==> src/rtl/pong_pkg.sv <==
// ============================================================================
// Module  : pong_pkg
// Purpose : Shared Pong playfield/ball constants, ball FSM state type.
// Rev     : 1.0 - initial release
// ============================================================================
`default_nettype none

package pong_pkg;

  localparam int SCREEN_W    = 160;
  localparam int SCREEN_H    = 120;
  localparam int BALL_SIZE   = 2;
  localparam int PADDLE_H    = 16;
  localparam int PADDLE_LX   = 4;
  localparam int PADDLE_RX   = 155;
  localparam int SERVE_TICKS = 15;
  localparam int MAX_STEP    = 4;
  localparam int STEP_W      = 3;

  // Centre position, also consumed by the draw logic
  localparam int CX = (SCREEN_W - BALL_SIZE) / 2;
  localparam int CY = (SCREEN_H - BALL_SIZE) / 2;

  typedef enum logic [1:0] {
    IDLE  = 2'd0,
    SERVE = 2'd1,
    RUN   = 2'd2,
    MISS  = 2'd3
  } state_t;

endpackage

`default_nettype wire

==> src/rtl/ball_motion_if.sv <==
// ============================================================================
// Module  : ball_motion_if
// Purpose : Control/paddle inputs and ball state outputs of the ball engine.
// Rev     : 1.0 - initial release
// ============================================================================
`default_nettype none

interface ball_motion_if;

  logic       gameStart;
  logic       frameCounter;
  logic [6:0] paddleLY;
  logic [6:0] paddleRY;
  logic [7:0] ballX;
  logic [6:0] ballY;
  logic       dirX;
  logic       scoreL;
  logic       scoreR;
  logic       active;

  modport master (
    output gameStart, frameCounter, paddleLY, paddleRY,
    input  ballX, ballY, dirX, scoreL, scoreR, active
  );

  modport slave (
    input  gameStart, frameCounter, paddleLY, paddleRY,
    output ballX, ballY, dirX, scoreL, scoreR, active
  );

endinterface

`default_nettype wire

==> src/rtl/pong_ball_collide.sv <==
// ============================================================================
// Module  : pong_ball_collide
// Purpose : Combinational next position, wall bounce and paddle hit/miss.
// Rev     : 1.0 - initial release
// ============================================================================
`default_nettype none

module pong_ball_collide
  import pong_pkg::*;
(
  input  logic [7:0]        i_x,
  input  logic [6:0]        i_y,
  input  logic              i_dir_x,
  input  logic              i_dir_y,
  input  logic [STEP_W-1:0] i_step,
  input  logic [6:0]        i_paddle_ly,
  input  logic [6:0]        i_paddle_ry,
  output logic [7:0]        o_x,
  output logic [6:0]        o_y,
  output logic              o_dir_x,
  output logic              o_dir_y,
  output logic              o_miss_l,
  output logic              o_miss_r
);

  localparam logic signed [8:0] c_y_max      = 9'(SCREEN_H - BALL_SIZE);
  localparam logic signed [8:0] c_left_face  = 9'(PADDLE_LX);
  localparam logic signed [8:0] c_right_face = 9'(PADDLE_RX);
  localparam logic signed [8:0] c_ball_s     = 9'(BALL_SIZE);
  localparam logic [8:0]        c_ball_u     = 9'(BALL_SIZE);
  localparam logic [8:0]        c_pad_h      = 9'(PADDLE_H);

  logic signed [8:0] w_step;
  logic signed [8:0] w_nx;
  logic signed [8:0] w_ny;
  logic              w_ovl_l;
  logic              w_ovl_r;
  logic              w_at_left;
  logic              w_at_right;

  assign w_step = $signed({{(9-STEP_W){1'b0}}, i_step});
  assign w_nx   = i_dir_x ? ($signed({1'b0, i_x}) + w_step) : ($signed({1'b0, i_x}) - w_step);
  assign w_ny   = i_dir_y ? ($signed({2'b00, i_y}) + w_step) : ($signed({2'b00, i_y}) - w_step);

  // Overlap is judged on the pre-move y so a fast ball cannot tunnel past
  assign w_ovl_l = (({2'b00, i_y} + c_ball_u) > {2'b00, i_paddle_ly}) &&
                   ({2'b00, i_y} < ({2'b00, i_paddle_ly} + c_pad_h));
  assign w_ovl_r = (({2'b00, i_y} + c_ball_u) > {2'b00, i_paddle_ry}) &&
                   ({2'b00, i_y} < ({2'b00, i_paddle_ry} + c_pad_h));

  assign w_at_left  = !i_dir_x && (w_nx <= c_left_face);
  assign w_at_right = i_dir_x && ((w_nx + c_ball_s - 9'sd1) >= c_right_face);

  always_comb begin
    o_x      = w_nx[7:0];
    o_y      = w_ny[6:0];
    o_dir_x  = i_dir_x;
    o_dir_y  = i_dir_y;
    o_miss_l = 1'b0;
    o_miss_r = 1'b0;

    if (w_ny < 9'sd0) begin
      o_y     = 7'd0;
      o_dir_y = 1'b1;
    end else if (w_ny > c_y_max) begin
      o_y     = c_y_max[6:0];
      o_dir_y = 1'b0;
    end

    if (w_at_left) begin
      if (w_ovl_l) begin
        o_x     = 8'(PADDLE_LX + 1);
        o_dir_x = 1'b1;
      end else begin
        o_miss_l = 1'b1;
      end
    end else if (w_at_right) begin
      if (w_ovl_r) begin
        o_x     = 8'(PADDLE_RX - BALL_SIZE);
        o_dir_x = 1'b0;
      end else begin
        o_miss_r = 1'b1;
      end
    end
  end

endmodule

`default_nettype wire

==> src/rtl/ball_motion.sv <==
// ============================================================================
// Module  : ball_motion
// Purpose : Frame-tick Pong ball engine: serve, move, bounce, score.
//           Optional BALL_SPEEDUP_EN: step grows per paddle hit up to MAX_STEP.
// Rev     : 1.0 - initial release
// ============================================================================
`default_nettype none

module ball_motion
  import pong_pkg::*;
(
  input  logic          clock,
  input  logic          resetn,
  ball_motion_if.slave  bus
);

  state_t            r_state, w_state_nxt;
  logic [3:0]        r_cnt, w_cnt_nxt;
  logic [7:0]        r_x, w_x_nxt;
  logic [6:0]        r_y, w_y_nxt;
  logic              r_dir_x, w_dir_x_nxt;
  logic              r_dir_y, w_dir_y_nxt;
  logic              r_score_l, w_score_l_nxt;
  logic              r_score_r, w_score_r_nxt;
  logic              r_active, w_active_nxt;
  logic [STEP_W-1:0] w_step;

  logic [7:0]        w_col_x;
  logic [6:0]        w_col_y;
  logic              w_col_dir_x;
  logic              w_col_dir_y;
  logic              w_miss_l;
  logic              w_miss_r;

`ifdef BALL_SPEEDUP_EN
  logic [STEP_W-1:0] r_step, w_step_nxt;
  assign w_step = r_step;
`else
  assign w_step = STEP_W'(1);
`endif

  pong_ball_collide u_collide (
    .i_x         (r_x),
    .i_y         (r_y),
    .i_dir_x     (r_dir_x),
    .i_dir_y     (r_dir_y),
    .i_step      (w_step),
    .i_paddle_ly (bus.paddleLY),
    .i_paddle_ry (bus.paddleRY),
    .o_x         (w_col_x),
    .o_y         (w_col_y),
    .o_dir_x     (w_col_dir_x),
    .o_dir_y     (w_col_dir_y),
    .o_miss_l    (w_miss_l),
    .o_miss_r    (w_miss_r)
  );

  always_comb begin
    w_state_nxt   = r_state;
    w_cnt_nxt     = r_cnt;
    w_x_nxt       = r_x;
    w_y_nxt       = r_y;
    w_dir_x_nxt   = r_dir_x;
    w_dir_y_nxt   = r_dir_y;
    w_score_l_nxt = 1'b0;
    w_score_r_nxt = 1'b0;
    w_active_nxt  = r_active;
`ifdef BALL_SPEEDUP_EN
    w_step_nxt    = r_step;
`endif

    if (!bus.gameStart) begin
      w_state_nxt  = IDLE;
      w_x_nxt      = 8'(CX);
      w_y_nxt      = 7'(CY);
      w_active_nxt = 1'b0;
    end else begin
      case (r_state)
        IDLE: begin
          if (bus.frameCounter) begin
            w_cnt_nxt   = 4'(SERVE_TICKS);
            w_state_nxt = SERVE;
          end
        end
        SERVE: begin
          if (bus.frameCounter) begin
            w_cnt_nxt = r_cnt - 4'd1;
            if (r_cnt == 4'd1) begin
              w_state_nxt  = RUN;
              w_active_nxt = 1'b1;
`ifdef BALL_SPEEDUP_EN
              w_step_nxt   = STEP_W'(1);
`endif
            end
          end
        end
        RUN: begin
          if (bus.frameCounter) begin
            if (w_miss_l || w_miss_r) begin
              // Miss freezes the ball; MISS recentres it next cycle
              w_state_nxt   = MISS;
              w_active_nxt  = 1'b0;
              w_score_r_nxt = w_miss_l;
              w_score_l_nxt = w_miss_r;
            end else begin
              w_x_nxt     = w_col_x;
              w_y_nxt     = w_col_y;
              w_dir_x_nxt = w_col_dir_x;
              w_dir_y_nxt = w_col_dir_y;
`ifdef BALL_SPEEDUP_EN
              // Only a paddle hit can reverse dirX while running
              if ((w_col_dir_x != r_dir_x) && (r_step < STEP_W'(MAX_STEP)))
                w_step_nxt = r_step + STEP_W'(1);
`endif
            end
          end
        end
        MISS: begin
          w_x_nxt     = 8'(CX);
          w_y_nxt     = 7'(CY);
          w_dir_x_nxt = ~r_score_r;
          w_cnt_nxt   = 4'(SERVE_TICKS);
          w_state_nxt = SERVE;
        end
        default: w_state_nxt = IDLE;
      endcase
    end
  end

  always_ff @(posedge clock or negedge resetn) begin
    if (!resetn) r_state <= IDLE;
    else         r_state <= w_state_nxt;
  end

  always_ff @(posedge clock or negedge resetn) begin
    if (!resetn) begin
      r_cnt     <= 4'd0;
      r_x       <= 8'(CX);
      r_y       <= 7'(CY);
      r_dir_x   <= 1'b1;
      r_dir_y   <= 1'b1;
      r_score_l <= 1'b0;
      r_score_r <= 1'b0;
      r_active  <= 1'b0;
`ifdef BALL_SPEEDUP_EN
      r_step    <= STEP_W'(1);
`endif
    end else begin
      r_cnt     <= w_cnt_nxt;
      r_x       <= w_x_nxt;
      r_y       <= w_y_nxt;
      r_dir_x   <= w_dir_x_nxt;
      r_dir_y   <= w_dir_y_nxt;
      r_score_l <= w_score_l_nxt;
      r_score_r <= w_score_r_nxt;
      r_active  <= w_active_nxt;
`ifdef BALL_SPEEDUP_EN
      r_step    <= w_step_nxt;
`endif
    end
  end

  assign bus.ballX  = r_x;
  assign bus.ballY  = r_y;
  assign bus.dirX   = r_dir_x;
  assign bus.scoreL = r_score_l;
  assign bus.scoreR = r_score_r;
  assign bus.active = r_active;

endmodule

`default_nettype wire

==> src/flat_wrapper.sv <==
// flat-port wrapper written by rule: the top's interface ports become plain ports
module ball_motion_flat import pong_pkg::*;
  (clock, resetn, bus_gameStart, bus_frameCounter, bus_paddleLY, bus_paddleRY, bus_ballX, bus_ballY, bus_dirX, bus_scoreL, bus_scoreR, bus_active);
  ball_motion_if bus_i ();
  input  logic clock;
  input  logic resetn;
  input wire logic [$bits(bus_i.gameStart)-1:0] bus_gameStart;
  input wire logic [$bits(bus_i.frameCounter)-1:0] bus_frameCounter;
  input wire logic [$bits(bus_i.paddleLY)-1:0] bus_paddleLY;
  input wire logic [$bits(bus_i.paddleRY)-1:0] bus_paddleRY;
  output wire logic [$bits(bus_i.ballX)-1:0] bus_ballX;
  output wire logic [$bits(bus_i.ballY)-1:0] bus_ballY;
  output wire logic [$bits(bus_i.dirX)-1:0] bus_dirX;
  output wire logic [$bits(bus_i.scoreL)-1:0] bus_scoreL;
  output wire logic [$bits(bus_i.scoreR)-1:0] bus_scoreR;
  output wire logic [$bits(bus_i.active)-1:0] bus_active;
  assign bus_i.gameStart = bus_gameStart;
  assign bus_i.frameCounter = bus_frameCounter;
  assign bus_i.paddleLY = bus_paddleLY;
  assign bus_i.paddleRY = bus_paddleRY;
  assign bus_ballX = bus_i.ballX;
  assign bus_ballY = bus_i.ballY;
  assign bus_dirX = bus_i.dirX;
  assign bus_scoreL = bus_i.scoreL;
  assign bus_scoreR = bus_i.scoreR;
  assign bus_active = bus_i.active;
  ball_motion u_core (.clock(clock), .resetn(resetn), .bus(bus_i));
endmodule
==> config.mk <==
export PLATFORM = sky130hd
export DESIGN_NAME = ball_motion_flat
export DESIGN_NICKNAME = d
export VERILOG_FILES = /design/src/rtl/pong_pkg.sv /design/src/rtl/ball_motion_if.sv /design/src/rtl/pong_ball_collide.sv /design/src/rtl/ball_motion.sv /design/src/flat_wrapper.sv
export SDC_FILE = /design/constraint.sdc
export NUM_CORES = 1
export LEC_CHECK = 0
export CAP_MARGIN = 40
export CORE_MARGIN = 8
export CORE_UTILIZATION = 50
export DETAILED_ROUTE_END_ITERATION = 7
export GPL_TIMING_DRIVEN = 0
export PLACE_DENSITY = 0.69
export SETUP_SLACK_MARGIN = 0.3
export SLEW_MARGIN = 20
export SYNTH_ARGS = -nofsm -noshare
export SYNTH_HDL_FRONTEND = slang
export SYNTH_SLANG_ARGS = --single-unit
==> constraint.sdc <==
create_clock -name clock -period 7.56 [get_ports clock]
set_input_delay 0.756 -clock clock [delete_from_list [all_inputs] [get_ports clock]]
set_output_delay 0.756 -clock clock [all_outputs]
set_load 0.02 [all_outputs]
==> results of run 1 <==
cell type report:
| cell class | count | area share [%] |
|---|---|---|
| multi-input cells | 308 | 64.0 |
| clock buffers | 3 | 1.10 |
| clock inverters | 1 | 0.801 |
| repair buffers | 35 | 9.22 |
| flip-flops and latches | 26 | 17.8 |
| inverters | 31 | 3.11 |
| plain buffers | 10 | 1.44 |
| well taps | 77 | 2.57 |
flip-flops by register name, indices dropped and copies added (netlist names):
name and cells:
u_core.bus.dirX 1, u_core.bus.ballX 8, u_core.r_cnt 4, u_core.bus.ballY 7, u_core.r_state 2, u_core.bus.scoreR 1
u_core.bus.scoreL 1, u_core.r_dir_y 1, u_core.bus.active 1
power groups by stage:
stage	combinational, mW	clock, mW	sequential [mW]
finish	1.18	0.119	0.261
floorplan	0.861	0	0.279
global placement	1.14	0	0.262
global route	1.31	0.126	0.269
detailed placement	1.16	0	0.264
CTS	1.17	0.120	0.262
cell families (layout without fill, tap and decap cells):
group                      Yosys count  count (layout)  share of synthesized area (%)
and+or+nand+nor                    122             122                           19.9
AOI/OAI and AO/OA                   99              99                           22.7
adders and majority gates           50              50                           19.6
buffers and inverters               41              80                           5.26
DFF                                 26              26                           20.6
xor gates and xnor gates            19              19                           5.80
muxes                               18              18                           6.15
how the worst min path moves through the flow:
stage | to | startpoint | cells past startpoint
floorplan | u_core.bus.active | resetn | 0
global placement | u_core.bus.ballX[1] | u_core.bus.ballX[1] | 2
detailed placement | u_core.bus.ballX[1] | u_core.bus.ballX[1] | 2
CTS | u_core.r_cnt[2] | resetn | 1
global route | u_core.r_cnt[2] | resetn | 1
finish | u_core.r_cnt[1] | resetn | 1
per-layer routing:
layer,up-vias,share of wire (%)
met3,5,3.7
met2,74,46
li1,1452,-
met4,0,0.45
met1,1423,50
met5,-,0
critical path, stage by stage, from the launching register on:
cell and delay (ps):
dfstp_2 620, inv_1 210, ha_1 420, a211oi_2 370
nor2_1 190, nor4b_2 510, and2_1 230, a31oi_1 110
nor3b_1 520, a21oi_4 180, a21o_1 220, buf_6 130
buf_6 150, mux2_4 290
layout by cell type (no fill, tap or decap), types with 12 or more instances in the layout:
master / instances
nor2_1: 21
dfstp_2: 12
a21oi_1: 19
nand2_1: 27
dfrtp_1: 14
ha_1: 49
xnor2_1: 12
clkdlybuf4s50_1: 34
o21ai_0: 22
nand3_1: 16
inv_1: 31
nor3_1: 12
stage by stage:
stage               area (um^2)  hold slack (ps)  setup slack, ps  total power, mW  utilization [%]
finish                     3750              471             3300             1.56             59.4
floorplan                  3230              460             3860             1.14                -
global placement           3680              525             3400             1.40             58.3
CTS                        3750              487             3360             1.55             59.4
global route               3750              514             3100             1.70             59.4
detailed placement         3680              520             3370             1.43             58.2
==> metrics.txt, run 1 <==
RSZ-0062 raised after global routing false; met3 usage 1.62%; reg2reg end u_core.bus.ballX[7]; DRT iter0 DRCs 155; clock buffer count from CTS 3; routability-driven placement congestion ratio 0.894; Starting Density 51.2%; crit path launch type flip-flop; fin crit share 56.3%; Non-Filler Instances 491; number of synthesized register bits 26; Max-Cap Viols 0; Core ar. 6310 um^2; Crit path required time 7730 ps; GRT Resource Usage Total 17.6%; Sw Pwr 796 uW; CTS sink count 26; layout cells sized above 1 8.45%; number of global-route vias before repair 2,779; CTS H-tree lvls 1; Reg2Reg Depth 13; drt pass-1 iters 5; total number of yosys warnings 0; drt via density 6.02; post-synth top area cell ha_1; hold buffer count at CTS 0; GR Layer Usage met1 25.4%; Net Count, Synth 443; relative max-transition margin 48.6%; Die X 96.4 um; fin nets 483; GRT busiest layer met2; EDFF count, synth 0; PwrDens 416 nW/um^2; register area share after synthesis 20.6%; status finished, final reports clean; Main synth FF type dfrtp_1; clk root buf clkbuf_8; reg2reg setup slack 3300 ps; Slew Viols, Final 0; top cells by area, synth ha_1 19%, dfrtp_1 11%, dfstp_2 9.7%; Clk Latency, worst-skew pair 280 ps; Worst Setup SP u_core.bus.dirX; FF+latch area 666 um^2; per-cell routed wire length 16.5 um; critical register-to-register path startpoint u_core.bus.dirX; Comb pwr share 75.6%; cells after synthesis 375; leakage 1.64 nW; Switching Share 51.1%; die area 9300 um^2; setup TNS 0 ps; initial antenna violation count 0; CP Capture Type flip-flop; P&R area growth vs syn 15.9%; Clock Skews 6.39 ps; count leader, synth ha_1; Fillers 586; async set-reset flop share out of synthesis 100%; Longest Clk Path Bufs 2; largest net degree at the start of global routing 27; shortest period the worst path allows 4260 ps; num ports 37; Sequential Power Share 16.7%; Final Setup Violations 0; mapped cell area 3230 um^2; via count 2,954; clock power share 7.6%; PostCTS Resize Cnt 0; top-area cell type share of the netlist area 19.0%; internal power 763 uW; dpl cells 487; Worst Max-Slew Pin Slew 765 ps; critical path class reg -> reg; post-DP HPWL 6370 um; VDD IR max 0.293 mV; CTS tree built; DR DRC count 0; Port Buf Inserts 35; Worst Hold Class in -> async; postcts setup bufs 0; Cell Rows 29; CP endpoint u_core.bus.ballX[7]; first-pass GRT wire length 13,300 um; Multi-input gate area 2400 um^2; met2 usage in global routing 28.3%; Post-synth top cells 49 x ha_1, 31 x inv_1, 27 x nand2_1; GRT overflow 0; Reg clk slew, reported paths 100 ps; fmax 235 MHz; Hold Fails Final Rpt 0; DRT Wirelength 8080 um; Worst Path Max Fanout 10; Arrival @ worst endpoint 4430 ps; n_diodes 0; antenna-violating nets left 0; Distinct cells, synth 65; Avg Cell Area, Syn 8.62 um^2; Die H 96.4 um
No activity file was read; power rests on OpenSTA's default activity.
==> run 2: changes to the inputs <==
--- a/config.mk
+++ b/config.mk
@@ -10,7 +10,7 @@
 export CORE_UTILIZATION = 50
 export DETAILED_ROUTE_END_ITERATION = 7
 export GPL_TIMING_DRIVEN = 0
-export PLACE_DENSITY = 0.69
+export PLACE_DENSITY = 0.72
 export SETUP_SLACK_MARGIN = 0.3
 export SLEW_MARGIN = 20
 export SYNTH_ARGS = -nofsm -noshare
==> constraint.sdc (replaced) <==
create_clock -name clock -period 3.9 [get_ports clock]
set_input_delay 0.39 -clock clock [delete_from_list [all_inputs] [get_ports clock]]
set_output_delay 0.39 -clock clock [all_outputs]
set_load 0.02 [all_outputs]
==> run 2 against run 1 <==
  * Sequential power increased by 87%
  * Global-route usage about the same
  * Combinational power increased to 2.6 times the previous value
  * Critical path type unchanged
  * Largest power group unchanged
  * Highest routed layer unchanged
==> metrics.txt, run 2 (same netlist as run 1, synthesis figures left out) <==
status finished, final reports clean; post-DP HPWL 6200 um (-2.7%); PwrDens 888 nW/um^2 (+110%); number of global-route vias before repair 2,914 (+4.9%); Reg clk slew, reported paths 100 ps (about the same); clock power share 6.2% (-1.4 points); most common cell after layout, fill and taps aside ha_1; Final Setup Violations 0 (unchanged); Switching Share 48.5% (-2.5 points); DR DRC count 0 (unchanged); CP max stage delay 600 ps (-20 ps); num ports 37 (unchanged); total power 3.82 mW (+140%); Die X 96.4 um (unchanged); largest net degree at the start of global routing 27 (unchanged); GRT overflow 0 (unchanged); leakage 1.89 nW (+15%); CTS sink count 26 (unchanged); Clk Latency, worst-skew pair 280 ps (about the same); Worst Hold Class in -> async; Longest Clk Path Bufs 2 (unchanged); Max-Cap Viols 0 (unchanged); via count 3,240 (+9.7%); crit path launch type flip-flop; fmax 272 MHz (+16%); initial antenna violation count 0 (unchanged); pre-CTS WS -124 ps (-3490 ps); shortest period the worst path allows 3680 ps (-584 ps); routability-driven placement congestion ratio 0.918 (+2.7%); CP Capture Type flip-flop; relative max-transition margin 47.6% (-1.0 points); CTS tree built; internal power 1.96 mW (+160%); Cell Rows 29 (unchanged); VDD IR max 0.650 mV (+120%); Hold Fails Final Rpt 0 (unchanged); Crit path required time 4080 ps (-3650 ps); clock buffer count from CTS 3 (unchanged); first-pass GRT wire length 13,300 um (about the same); fin nets 519 (+7.5%); CTS H-tree lvls 1 (unchanged); DRT Wirelength 9170 um (+13%); CP cell instances clkinv_4 -> ha_4 -> a211oi_4 -> buf_4 -> nor2_4 -> buf_6 -> o311ai_4 -> o21ba_4 -> o2bb2ai_4 -> a311oi_4 -> a21oi_4 -> a21o_1 -> buf_6 -> buf_12 -> mux2_4; Sequential Power Share 12.8% (-3.9 points); per-cell routed wire length 17.4 um (+5.7%); antenna-violating nets left 0 (unchanged); Port Buf Inserts 35 (unchanged); Sw Pwr 1.85 mW (+130%); Slew Viols, Final 0 (unchanged); Worst Max-Slew Pin Slew 780 ps (+14.9 ps); n_diodes 0 (unchanged); Clock Skews 2.16 ps (-4.23 ps); Bufs and invs on worst path 5 (+2); crit path max-delay cell type dfstp_2; fin crit share 94.2% (+38 points); most frequent cells in the layout 45 x ha_1, 34 x clkdlybuf4s50_1, 33 x buf_4, 30 x inv_1, 26 x nand2_1; CP delay by family, top compound AO/OA/AOI/OAI gates; final setup margin 225 ps (-3080 ps); critical path class reg -> reg; P&R area growth vs syn 32.9%; GRT Resource Usage Total 17.6% (+0.029 points); die area 9300 um^2 (unchanged); clk root buf clkbuf_8; Core ar. 6310 um^2 (unchanged); Arrival @ worst endpoint 3850 ps (-580 ps); max FFs per register 8 (unchanged); RSZ-0062 raised after global routing true; Die H 96.4 um (unchanged); drt via density 6.15 (+2.2%); layout cells sized above 1 24.2% (+16 points); hold buffer count at CTS 0 (unchanged); drt pass-1 iters 4 (-1); Comb pwr share 81.1% (+5.5 points); Worst path most repeated cell buf_6; DRT iter0 DRCs 190 (+23%); Starting Density 51.2% (unchanged); Worst Path Max Fanout 7 (-3)
==> run 2: per-layer routing <==
layer / track usage (%) / vias up / wire length [um]
met4: 2.14 / 0 / 145
met2: 29.6 / 114 / 4370
met5: 0 / - / 0
met1: 24.0 / 1576 / 4160
met3: 2.63 / 17 / 491
li1: - / 1533 / -
==> run 2: stage by stage <==
stage	utilization [%]	instances	TNS (ps)	hold slack, ps	area [um^2]
4_1_cts	62.9	505	0	117	3970
6_report	68.1	527	0	103	4300
3_5_place_dp	58.3	487	-375	430	3680
5_1_grt	68.1	527	0	147	4300
3_3_place_gp	58.4	487	-319	516	3690
2_1_floorplan	-	375	0	94.4	3240
==> run 2: layout make-up <==
class                           count  area, um^2
Fill cell                         490        2020
Buffer                             10        81.3
Timing Repair Buffer               71         644
Clock buffer                        3        41.3
Clock inverter                      1        30.0
Sequential cell                    26         666
Multi-Input combinational cell    308        2620
Tap cell                           77        96.3
Inverter                           31         121
==> run 2: final timing paths <==
check                           cells after the start                start             endpoint  slack [ps]
worst max-delay path                               15      u_core.bus.dirX  u_core.bus.ballX[7]         220
worst min-delay path                                1               resetn      u_core.r_cnt[3]         100
worst max register to register                     15      u_core.bus.dirX  u_core.bus.ballX[7]         220
worst min register to register                      1  u_core.bus.ballX[5]  u_core.bus.ballX[5]         540
max in group asynchronous                           1               resetn    u_core.r_state[0]        3410
min in group clock                                  1  u_core.bus.ballX[5]  u_core.bus.ballX[5]         540
==> run 2: power groups by stage <==
stage / combinational, mW / clock [mW] / sequential (mW)
after floorplan: 1.68 / 0 / 0.542
after detailed placement: 2.25 / 0 / 0.511
after global placement: 2.20 / 0 / 0.509
after global routing: 3.33 / 0.246 / 0.497
final: 3.10 / 0.235 / 0.487
after CTS: 2.59 / 0.235 / 0.487
==> run 2: repair_timing <==
| action | 4_1_cts | 5_1_grt |
|---|---|---|
| gates cloned | 0 | 1 |
| buffers inserted | 14 | 21 |
| pin swaps | 8 | 18 |
| gates resized for setup | 25 | 36 |
| endpoints found under the setup margin | 18 | 18 |
==> variant 1 (config.mk and constraints of run 2) <==
Encoding of `state_t`: now one-hot (4 bits for 4 states).
--- a/src/rtl/pong_pkg.sv
+++ b/src/rtl/pong_pkg.sv
@@ -22,9 +22,9 @@
   localparam int CY = (SCREEN_H - BALL_SIZE) / 2;
 
-  typedef enum logic [1:0] {
-    IDLE  = 2'd0,
-    SERVE = 2'd1,
-    RUN   = 2'd2,
-    MISS  = 2'd3
+  typedef enum logic [3:0] {
+    IDLE  = 4'b0001,
+    SERVE = 4'b0010,
+    RUN   = 4'b0100,
+    MISS  = 4'b1000
   } state_t;
 
Formal check against the unedited RTL: same outputs for any inputs over 10 cycles, from zero or initial values and one cycle with resetn low; not proved beyond that.
==> variant 1 against run 2 <==
- die area shrank 1.8%
- wire length shrank 1.1%
- setup slack lost 0.017 ns
- highest routed layer unchanged
- synthesized area shrank 2.2%
- largest cell class unchanged
- sequential cell count grew 2
- design area grew 2.1%
- count of clock-buffer cells in the layout is the same
- clock skew grew 0.0038 ns
- non-clock buffer count grew 3
Power is not compared: it rests on default switching activity, and its combinational part moved more than twofold at a synthesized area within 25%.
==> variant 1: results (changes against run 2) <==
YOSYSUNIQUECELLTYPES=76  # was 65
PLACEMENT.SETUP.WORST_SLACK_NS=-0.221  # was -0.124 ns
MAXIMUM_NUMBER_OF_PINS_ON_ONE_NET_BEFORE_GLOBAL_ROUTE_REPAIR=29  # was 27
MET1_LAYER_USAGE_REPORTED_BY_GLOBAL_ROUTE_PCT=24.3  # was 24.0%
STATUS='completed'  # unchanged
SYNTHMUXAREASHARE_PCT=4.23  # was 6.15%
SYNTH_AREA_LEADERS='sky130_fd_sc_hd__ha_1 18%, sky130_fd_sc_hd__dfrtp_1 12%, sky130_fd_sc_hd__dfstp_2 11%, sky130_fd_sc_hd__nand2_1 3.6%, sky130_fd_sc_hd__inv_1 3.4%'  # was sky130_fd_sc_hd__ha_1 19%, sky130_fd_sc_hd__dfrtp_1 11%, sky130_fd_sc_hd__dfstp_2 9.7%, sky130_fd_sc_hd__inv_1 3.6%, sky130_fd_sc_hd__o21ai_0 3.4%
TIMING.CLOCK.SKEW_NS=0.00595  # was 0.00216 ns
PLACED_CELL_AREA_UM2=3620  # was 3680 um2
SYNTH.CELLS.MOST_FREQUENT='45 x sky130_fd_sc_hd__ha_1, 30 x sky130_fd_sc_hd__nand2_1, 29 x sky130_fd_sc_hd__inv_1, 22 x sky130_fd_sc_hd__nor2_1, 18 x sky130_fd_sc_hd__o21ai_0'  # was 49 x sky130_fd_sc_hd__ha_1, 31 x sky130_fd_sc_hd__inv_1, 27 x sky130_fd_sc_hd__nand2_1, 22 x sky130_fd_sc_hd__o21ai_0, 21 x sky130_fd_sc_hd__nor2_1
SYN-NUM-NETS=428  # was 443
FINAL-INSTANCE-COUNT-EXCL-FILL=520  # was 527
SYNTH-COMPOUND-AREA-SHARE_PCT=24.5  # was 22.7%
WORSTPATHARRIVAL_NS=3.91  # was 3.85 ns
DP_HPWL_UM=5990  # was 6200 um
SYNTH-ADDER-AREA-SHARE_PCT=18.4  # was 19.6%
YOSYSSEQAREASHARE_PCT=22.7  # was 20.6%
GRT_PASS1_VIAS=2925  # was 2914
DPL.CELL_COUNT=477  # was 487
POST_ROUTE_CELLS_DRIVE_ABOVE_1_SHARE_PCT=26.2  # was 24.2%
GRT_USE_MET2_PCT=30.9  # was 29.6%
MAXSLEWHEADROOM_PCT=57.3  # was 47.6%
DETAILEDROUTE.FIRSTPASSITERATIONCOUNT=5  # was 4
DRTITER0DRC=200  # was 190
POST_SYNTH_XOR_AREA_FRACTION_PCT=6.29  # was 5.80%
DR_TOTAL_VIAS=3116  # was 3240
FILL_CELLS=459  # was 490
[variant 1: cell type report]
cell class	count	area (um2)	area share, %
Buffer	9	57.6	1.31
Clock buffer	3	41.3	0.941
Clock inverter	1	30.0	0.684
Inverter	29	113	2.57
Multi-Input combinational cell	298	2630	59.8
Sequential cell	28	717	16.3
Tap cell	77	96.3	2.19
Timing Repair Buffer	75	709	16.2
[variant 1: cell families (layout without fill, tap and decap cells)]
family                   count (synthesis)  in the layout
XOR/XNOR                                21             21
flip-flops                              28             28
AO/OA/AOI/OAI                          102            102
adder cells (fa/ha/maj)                 46             46
multiplexers                            11             11
buffers and inverters                   38            117
AND/OR/NAND/NOR                        118            118
[variant 1: power by group through the flow]
stage	logic [mW]	registers, mW	clock network (mW)
4_1_cts	1.29	0.402	0.234
3_3_place_gp	1.05	0.413	0
6_report	1.51	0.403	0.233
5_1_grt	1.64	0.409	0.247
2_1_floorplan	0.773	0.433	0
3_5_place_dp	1.07	0.413	0
[variant 1: path summary, 6_finish.rpt]
check                                                  endpoint  cells after the start
worst max-delay path            u_core.bus.ballY[5]$_DFFE_PN1P_                     14
worst min-delay path                u_core.r_cnt[3]$_DFFE_PN0P_                      1
worst max register to register  u_core.bus.ballY[5]$_DFFE_PN1P_                     14
worst min register to register      u_core.r_cnt[3]$_DFFE_PN0P_                      2
max in group asynchronous       u_core.bus.ballX[5]$_DFFE_PN0P_                      1
min in group clock                  u_core.r_cnt[3]$_DFFE_PN0P_                      2
[variant 1: repair_timing]
item                                    4_1_cts  5_1_grt
resized for setup                            34       37
pin swaps                                    21       26
endpoints found under the setup margin       21       21
gates cloned                                  1        0
buffers inserted                             25       13
[variant 1: worst max-delay path, delay by kind of cell (launching register included)]
| kind | cells | cell delay (ns) |
|---|---|---|
| and+or+nand+nor | 4 | 0.82 |
| muxes | 1 | 0.29 |
| DFF | 1 | 0.56 |
| adders and majority gates | 1 | 0.31 |
| AOI/OAI and AO/OA | 4 | 1.03 |
| buffers and inverters | 4 | 0.62 |
[variant 1: per-layer routing]
| layer | share of wire (%) | vias to the layer above |
|---|---|---|
| li1 | - | 1506 |
| met1 | 43 | 1486 |
| met2 | 50 | 103 |
| met3 | 5.0 | 21 |
| met4 | 1.9 | 0 |
| met5 | 0 | - |
==> variant 2 (flow settings as in run 2) <==
Made on the original files. The option `BALL_SPEEDUP_EN` is turned on by a define.
--- a/src/rtl/ball_motion.sv
+++ b/src/rtl/ball_motion.sv
@@ -6,4 +6,6 @@
 // ============================================================================
 `default_nettype none
+
+`define BALL_SPEEDUP_EN
 
 module ball_motion
Formal check against the unedited RTL: same outputs for any inputs over 10 cycles, from zero or initial values and one cycle with resetn low; that may be too few to reach the edited logic, so the function may still have changed.
==> variant 2 against run 2 <==
- the flow now finishes with violations (setup timing)
- setup slack got worse by 0.49 ns
- total power fell by 17%
- sequential cell count grew 3
- wire length rose by 9.1%
- synthesized area increased by 13%
- design area grew 11%
- via count up 10%
- critical path type unchanged
- critical endpoint unchanged
- largest cell class unchanged
- highest routed layer unchanged
==> variant 2: results (changes against run 2) <==
USE_MET3_PCT=2.54  # was 2.63%
MAXSLEWHEADROOM_PCT=51.2  # was 47.6%
SYN-NUM-NETS=503  # was 443
MEAN_CELL_AREA_OF_THE_MAPPED_NETLIST_UM2=8.54  # was 8.62 um2
FINALSETUPVIOLATIONS=19  # was 0
CLKSLEWWORSTSETUPHOLDPATHS_NS=0.08  # was 0.10 ns
SEQ_CELLS=29  # was 26
DR_TOTAL_VIAS=3576  # was 3240
TOTAL_LENGTH_OF_ROUTED_MET2_WIRES_UM=4850  # was 4370 um
YOSYSSEQAREASHARE_PCT=20.3  # was 20.6%
GRT_PASS1_WL_UM=16100  # was 13300 um
IR_WORST_VDD_V=0.000412  # was 0.000650 V
DRTITER0DRC=243  # was 190
VIOLATED_CHECKS='setup timing'
MAXIMUM_NUMBER_OF_PINS_ON_ONE_NET_BEFORE_GLOBAL_ROUTE_REPAIR=30  # was 27
CTS_MADE_BUFFERS=5  # was 3
STATUS='complete, but fails checks'  # was completed
CRIT_PATH_MAX_INCR_DELAY_NS=0.55  # was 0.60 ns
TOTAL_LEAKAGE_POWER_nW=2.11  # was 1.89 nW
PLACEMENT.SETUP.WORST_SLACK_NS=-0.504  # was -0.124 ns
SYNTH_AREA_LEADERS='sky130_fd_sc_hd__ha_1 19%, sky130_fd_sc_hd__dfrtp_1 11%, sky130_fd_sc_hd__dfstp_2 9.4%, sky130_fd_sc_hd__inv_1 4.1%, sky130_fd_sc_hd__nand3_1 3.2%'  # was sky130_fd_sc_hd__ha_1 19%, sky130_fd_sc_hd__dfrtp_1 11%, sky130_fd_sc_hd__dfstp_2 9.7%, sky130_fd_sc_hd__inv_1 3.6%, sky130_fd_sc_hd__o21ai_0 3.4%
LAYOUT.NON_CLOCK_INVERTERS=40  # was 31
DETAILED_ROUTE_WIRELENGTH_ON_METAL3_UM=400  # was 491 um
AREA_GROWTH_SYN_TO_LAYOUT_PCT=30.7  # was 32.9%
COMB_POWER_SHARE_PCT=76.9  # was 81.1%
LAYOUT.NONCLK_BUF_SHARE_PCT=14.9  # was 16.9%
WORSTPATHARRIVAL_NS=4.34  # was 3.85 ns
POST_ROUTE_WORST_SETUP_SLACK_NS=-0.269  # was 0.225 ns
FINAL-INSTANCE-COUNT-EXCL-FILL=597  # was 527
P_SW_mW=1.50  # was 1.85 mW
FILL_CELLS=573  # was 490
GRT_PASS1_VIAS=3438  # was 2914
CLOCK_POWER_SHARE_PCT=7.7  # was 6.2%
POST_ROUTE_CELLS_DRIVE_ABOVE_1_SHARE_PCT=23.1  # was 24.2%
PLACED_CELL_AREA_UM2=4180  # was 3680 um2
## variant 2: final timing paths
path                                                         to                          start  depth (start not counted)
min in group clock                u_core.r_state[0]$_DFFE_PN0P_                  bus_gameStart                          3
max in group asynchronous          u_core.r_step[1]$_DFFE_PN0P_                         resetn                          1
worst max register to register  u_core.bus.ballX[7]$_DFFE_PN0P_   u_core.r_step[0]$_DFFE_PN1P_                         16
worst min register to register    u_core.bus.active$_DFFE_PN0P_  u_core.bus.active$_DFFE_PN0P_                          2
worst min-delay path                u_core.bus.scoreR$_DFF_PN0_                         resetn                          1
worst max-delay path            u_core.bus.ballX[7]$_DFFE_PN0P_   u_core.r_step[0]$_DFFE_PN1P_                         16
## variant 2: cells by family after synthesis
group                      synth area share, %
adders and majority gates                 20.5
buffers and inverters                     6.76
xor gates and xnor gates                  4.56
DFF                                       20.3
muxes                                     6.79
AOI/OAI and AO/OA                         21.5
and+or+nand+nor                           19.5
